===== src/rtl/pc16_rstack.sv =====
// ============================================================================
//  Module   : pc16_rstack
//  Purpose  : Fetch-stage program counter with a LIFO hardware return stack
//  Revision : 1.0  initial release
// ============================================================================
`default_nettype none

module pc16_rstack #(
    parameter int                 WIDTH        = 16,
    parameter int                 DEPTH        = 4,
    parameter logic [WIDTH-1:0]   RESET_VECTOR = '0
) (
    input  logic                        clk,
    input  logic                        rst,
    input  logic                        ld,
    input  logic                        inc,
    input  logic                        call,
    input  logic                        ret,
    input  logic [WIDTH-1:0]            d,
    output logic [WIDTH-1:0]            q,
    output logic [$clog2(DEPTH+1)-1:0]  depth,
    output logic                        empty,
    output logic                        full,
    output logic                        err
);

    localparam int DW = $clog2(DEPTH + 1);
    localparam int AW = (DEPTH > 1) ? $clog2(DEPTH) : 1;

    localparam logic [DW-1:0] C_DEPTH_MAX = DW'(DEPTH);
    localparam logic [DW-1:0] C_ONE       = DW'(1);

    logic [WIDTH-1:0] pc_q, pc_d;
    logic [DW-1:0]    sp_q, sp_d;
    logic             err_q, err_d;
    logic [WIDTH-1:0] stack_q [DEPTH];

    logic [WIDTH-1:0] w_pc_inc;
    logic [AW-1:0]    w_push_idx;
    logic [AW-1:0]    w_pop_idx;
    logic             w_push_en;
    logic             w_sp_empty;
    logic             w_sp_full;

    assign w_pc_inc   = pc_q + WIDTH'(1);
    assign w_sp_empty = (sp_q == '0);
    assign w_sp_full  = (sp_q == C_DEPTH_MAX);
    // The push slot index is only used below full, so truncation is safe.
    assign w_push_idx = AW'(sp_q);
    assign w_pop_idx  = AW'(sp_q - C_ONE);

    always_comb begin
        pc_d      = pc_q;
        sp_d      = sp_q;
        err_d     = err_q;
        w_push_en = 1'b0;
        if (ret) begin
            if (!w_sp_empty) begin
                pc_d = stack_q[w_pop_idx];
                sp_d = sp_q - C_ONE;
            end else begin
                err_d = 1'b1;
            end
        end else if (call) begin
            if (!w_sp_full) begin
                w_push_en = 1'b1;
                pc_d      = d;
                sp_d      = sp_q + C_ONE;
            end else begin
                err_d = 1'b1;
            end
        end else if (ld) begin
            pc_d = d;
        end else if (inc) begin
            pc_d = w_pc_inc;
        end
    end

    always_ff @(posedge clk) begin
        if (rst) begin
            pc_q  <= RESET_VECTOR;
            sp_q  <= '0;
            err_q <= 1'b0;
        end else begin
            pc_q  <= pc_d;
            sp_q  <= sp_d;
            err_q <= err_d;
        end
    end

    // Stack storage carries no reset; its contents are meaningless below sp_q.
    always_ff @(posedge clk) begin
        if (!rst && w_push_en) begin
            stack_q[w_push_idx] <= w_pc_inc;
        end
    end

    assign q     = pc_q;
    assign depth = sp_q;
    assign empty = w_sp_empty;
    assign full  = w_sp_full;
    assign err   = err_q;

endmodule

`default_nettype wire


===== config.mk =====
export PLATFORM = sky130hd
export DESIGN_NAME = pc16_rstack
export DESIGN_NICKNAME = d
export VERILOG_FILES = /design/src/rtl/pc16_rstack.sv
export SDC_FILE = /design/constraint.sdc
export NUM_CORES = 1
export LEC_CHECK = 0
export ABC_AREA = 1
export CORE_MARGIN = 4
export CORE_UTILIZATION = 40
export CTS_CLUSTER_SIZE = 16
export DETAILED_ROUTE_END_ITERATION = 10
export GPL_ROUTABILITY_DRIVEN = 0
export PLACE_DENSITY = 0.69
export REMOVE_ABC_BUFFERS = 1
export SETUP_SLACK_MARGIN = 0.4
export SLEW_MARGIN = 30
export SYNTH_ARGS = -nofsm -noshare
export SYNTH_HDL_FRONTEND = slang
export SYNTH_SLANG_ARGS = --single-unit

===== constraint.sdc =====
create_clock -name clk -period 6.7 [get_ports clk]
set_clock_uncertainty 0.2 [all_clocks]
set_input_delay 0.67 -clock clk [delete_from_list [all_inputs] [get_ports clk]]
set_output_delay 0.67 -clock clk [all_outputs]
set_load 0.05 [all_outputs]

==> results of run 1 <==
[synth_stat cells (all sizes together)]
cell type	n
a21oi	34
nand3	12
buf	12
clkinv	1
o21ai	51
nor3	1
or2	2
xor2	2
edfxtp	64
nand3b	2
o211ai	12
ha	6
inv	37
dfxtp	20
xnor2	6
clkbuf	8
nand2	76
nand4	2
nor2	65
o22ai	9
and2	3
and3	1
[state kept, by name, summed over array words and instances (netlist names)]
name     cells
stack_q     64
depth        3
err          1
q           16
[area by class of cell]
type	instances	area (sq um)
clock buffer	10	138
clock inverter	6	30.0
fill	931	5040
inverter	38	143
multi-input combinational	284	1420
sequential	84	2320
tap	133	166
timing repair buffer	48	468
[power groups by stage]
stage	clock network [mW]	registers (mW)	logic, mW
floorplan	0	0.743	0.208
global placement	0	0.666	0.439
detailed placement	0	0.666	0.443
CTS	0.319	0.655	0.446
global route	0.342	0.660	0.490
finish	0.314	0.655	0.445
[kinds of logic after synthesis]
group / after synthesis
adders and majority gates: 6
DFF: 84
and+or+nand+nor: 164
AOI/OAI and AO/OA: 106
xor gates and xnor gates: 8
buffers and inverters: 58
[worst min-delay path, delay by kind of cell, from the launching register on]
kind	cells	cell delay, ns
AO/OA/AOI/OAI	1	0.09
buffers and inverters	1	0.05
flip-flops	1	0.35
[layer usage]
layer	GRT usage (%)	wire (microns)
met1	24.6	4400
met2	28.3	4580
met3	4.08	721
met4	6.31	149
met5	0	0
[per-stage QoR]
stage | area [sq um] | util [%] | setup slack, ns | power [mW] | hold slack (ns)
CTS | 4690 | 48.2 | 3.34 | 1.42 | 0.316
detailed placement | 4520 | 46.5 | 3.47 | 1.11 | 0.288
finish | 4690 | 48.2 | 3.34 | 1.41 | 0.314
floorplan | 3880 | - | 2.88 | 0.950 | 0.426
global route | 4690 | 48.2 | 3.16 | 1.49 | 0.353
global placement | 4520 | 46.5 | 3.54 | 1.11 | 0.300
[final timing paths]
kind                          from                 to  slack [ns]
min reg2reg       err$_SDFFE_PP0P_   err$_SDFFE_PP0P_        0.31
max          depth[0]$_SDFFE_PP0P_              empty        3.34
max reg2reg  depth[0]$_SDFFE_PP0P_  q[8]$_SDFFE_PP0P_        3.77
min               err$_SDFFE_PP0P_   err$_SDFFE_PP0P_        0.31
==> results.yml, run 1 <==
synth:
  yosys.area.top_type_share_pct: 48.2
  ys_ff_latch: 84
  synth_area_sq_mm: 0.00399
  synthAdderAreaFrac_pct: 1.88
  ys_warn_count: 0
  syn_area_per_cell_sq_um: 9.36
  synth-simple-area-share_pct: 17.5
  yosysSeqAreaShare_pct: 58.2
  synth_cell_types: 32
  yosys-top-cells-area: "edfxtp_1, dfxtp_1, nand2_1, nor2_1, o21ai_0"
  yosys.area.top_type: "edfxtp_1"
  synth_top_family_by_area: "simple AND/OR/NAND/NOR gates"
  synth.area.mux_share_pct: 0
  synthXorXnorAreaFrac_pct: 1.76
  synth_compound_area_share_pct: 14.4
  synthCells: 426
power:
  p_int_uw: 896
  pwr-share-seq_pct: 46.3
  pwr-share-clk_pct: 22.2
  peakVddDrop_uv: 132
  combPwrFrac_pct: 31.5
  p_leak_nw: 1.72
  p_sw_uw: 518
  p_per_area_mw_per_mm2: 302
  swShare_pct: 36.6
cts:
  clock-sinks: 84
  cts_tree: "done"
  numCtsBuffers: 9
  hold_buffers: 0
  post_cts_buffers: 0
  clkLatencyLatePin_ns: 0.36
  htreeDepth: 3
  cts.path.max_buffers: 2
  ctsResizeCount: 0
  clk_pin_slew_ns: 0.08
  root_buffer: "clkbuf_8"
sta:
  slew_headroom_pct: 36.6
  fin_crit_sh_pct: 50.2
  hold_viol: 0
  rsz0062_at_grt: "no"
  tns_ns: 0
  period_needed_ns: 3.36
  drv_slew: 0
  max_freq_ghz: 0.297
  tightestPinTransition_ns: 0.950
  setup_viol_count_final: 0
setup_path:
  cp_slowest_stage_delay_ns: 0.87
  cp_max_fo: 35
  crit_slowest_cell: "clkdlybuf4s50_1"
  arrival_ns: 2.49
  start_kind: "register"
  cp_cell_sequence: "inv_2, ha_1, inv_1, nor2_1, clkdlybuf4s50_1"
  path_depth: 5
  crit_buf_inv: 3
  crit_required_ns: 5.83
  cp_top_family: "buffers and inverters"
  reg2reg_depth: 9
  setup.worst_path.class: "reg2out"
  critPathCaptureType: "primary output"
routing:
  ant_nets: 0
  drt_wl_total_mm: 9.85
  firstDrtPassIters: 5
  wl_per_cell_microns: 16.3
  via_per_inst: 5.18
  vias: 3122
  drc: 0
  drt_iter0_drc: 160
placed_design:
  portBuffers: 43
  dp_cells: 587
  dp_hpwl_mm: 6.47
floorplan:
  die_y_microns: 108
  initial_utilization_pct: 41.0
  design.core.area_sq_mm: 0.00973
  die_w_microns: 108
  fp.dieArea_sq_mm: 0.0116
  pin_count: 44
  row_count: 36
job:
  max_cap_viol_count: 0
global_routing:
  antenna_found_initial: 0
  grtUsageTotal_pct: 18.0
  grt_pass1_vias: 3065
  grt_overflow: 0
  grt_max_degree: 38
  grt_pass1_wl_mm: 16.0
outcome:
  status: "finished clean"
final_layout:
  fin_cells: 603
  n_antenna_cell: 0
  layout_commonest_cell: "nand2_1"
  layout.nets: 493
  final_cell_mix: "nand2_1, edfxtp_1, nor2_1"
  syn2layout_area_growth_pct: 17.6
  drive_above_1_share_pct: 7.87
worst_hold_path:
  hold_path_class: "reg2reg"
  min_path_cells: 2
No activity file was read; power rests on OpenSTA's default activity.
==> run 2: changes to the inputs <==
Clock period 6.7 ns to 3.5 ns, I/O delays scaled along.
==> results.yml, run 2 (synthesis results as in run 1) <==
final_layout:
  syn2layout_area_growth_pct: 20.6
  stdcell_area_sq_mm: 0.00481
  layout.nets: 499
  n_antenna_cell: 0
  fin_cells: 609
  layout_commonest_cell: "nand2_1"
  largest_reg_flops: 64
  largest-register: "stack_q"
  drive_above_1_share_pct: 9.03
  nFillCells: 938
  final_cell_mix: "nand2_1, edfxtp_1, nor2_1"
  fin_util_pct: 49.4
sta:
  drv_slew: 0
  fin_crit_sh_pct: 78.3
  setup_viol_count_final: 0
  hold_viol: 0
  max_freq_ghz: 0.365
  slew_headroom_pct: 48.4
  rsz0062_at_grt: "no"
  period_needed_ns: 2.74
  tightestPinTransition_ns: 0.773
  finalWorstSetupSlack_ns: 0.760
global_routing:
  antenna_found_initial: 0
  grtUsageTotal_pct: 18.3
  grt_pass1_vias: 3095
  grt_max_degree: 38
  grt_overflow: 0
  grt_pass1_wl_mm: 16.3
routing:
  drt_iter0_drc: 192
  firstDrtPassIters: 5
  ant_nets: 0
  drt_wl_total_mm: 10.1
  wl_per_cell_microns: 16.5
  vias: 3206
  drc: 0
  via_per_inst: 5.26
setup_path:
  start_kind: "register"
  critPathCaptureType: "register"
  crit_required_ns: 3.58
  arrival_ns: 2.82
  cp_max_fo: 23
  setup.worst_path.class: "reg2reg"
floorplan:
  die_w_microns: 108
  initial_utilization_pct: 41.0
  design.core.area_sq_mm: 0.00973
  pin_count: 44
  die_y_microns: 108
  fp.dieArea_sq_mm: 0.0116
  row_count: 36
placed_design:
  dpl_cell_area_sq_mm: 0.00456
  dp_slack_ns: 0.807
  dp_hpwl_mm: 6.48
  portBuffers: 43
  dp_cells: 593
outcome:
  status: "finished clean"
cts:
  cts.path.max_buffers: 2
  root_buffer: "clkbuf_8"
  numCtsBuffers: 9
  clk_pin_slew_ns: 0.08
  clock-sinks: 84
  post_cts_buffers: 0
  clkLatencyLatePin_ns: 0.36
  htreeDepth: 3
  cts_tree: "done"
  ctsResizeCount: 0
  hold_buffers: 0
job:
  max_cap_viol_count: 0
worst_hold_path:
  hold_path_class: "reg2reg"
power:
  p_per_area_mw_per_mm2: 611
  peakVddDrop_uv: 313
  p_leak_nw: 1.78
-- run 2: changes by cell type in the layout (fill, tap and decap cells not counted), moves of 2 or more --
| cell | delta |
|---|---|
| buf_4 | +6 |
| clkinv_2 | -3 |
| bufinv_16 | +2 |
| clkinv_1 | -2 |
-- run 2: final timing paths --
kind,start,to,slack (ns),depth (start not counted)
max,depth[1]$_SDFFE_PP0P_,q[14]$_SDFFE_PP0P_,0.76,9
min,err$_SDFFE_PP0P_,err$_SDFFE_PP0P_,0.31,2
max reg2reg,depth[1]$_SDFFE_PP0P_,q[14]$_SDFFE_PP0P_,0.76,9
min reg2reg,err$_SDFFE_PP0P_,err$_SDFFE_PP0P_,0.31,2
-- run 2: cell type report --
cell class	count	area [sq um]	share of cell area, %
clock buffers	12	166	3.46
clock inverters	4	77.6	1.61
inverters	38	143	2.97
multi-input cells	284	1420	29.5
flip-flops and latches	84	2320	48.3
well taps	133	166	3.46
repair buffers	54	513	10.7
-- run 2: power breakdown --
part	total [mW]	leakage [nW]	internal, mW	switching [mW]
Clock	0.828	0.122	0.469	0.359
Combinational	0.854	0.907	0.274	0.580
Sequential	1.26	0.753	1.18	0.0778
Total	2.94	1.78	1.92	1.02
-- run 2: per-stage QoR --
step | setup TNS, ns | hold slack (ns) | power (mW)
2_1_floorplan | -20.45 | 0.212 | 1.82
3_3_place_gp | 0 | 0.278 | 2.11
3_5_place_dp | 0 | 0.288 | 2.12
4_1_cts | 0 | 0.307 | 2.94
5_1_grt | 0 | 0.347 | 3.08
6_report | 0 | 0.306 | 2.94
-- run 2: layer usage --
| layer | vias up | wire length, microns | track usage [%] |
|---|---|---|---|
| met3 | 15 | 795 | 3.54 |
| met1 | 1531 | 4520 | 25.6 |
| met5 | - | 0 | 0 |
| met2 | 124 | 4600 | 28.6 |
| met4 | 0 | 159 | 5.95 |
| li1 | 1536 | - | - |
-- run 2: critical path, stage by stage (launching register included) --
cell      delay [ns]
dfxtp_1         0.43
inv_1           0.12
ha_1            0.50
inv_1           0.66
o21ai_0         0.20
o211ai_1        0.21
nand2_1         0.07
inv_1           0.06
nand2_1         0.06
a21oi_1         0.14
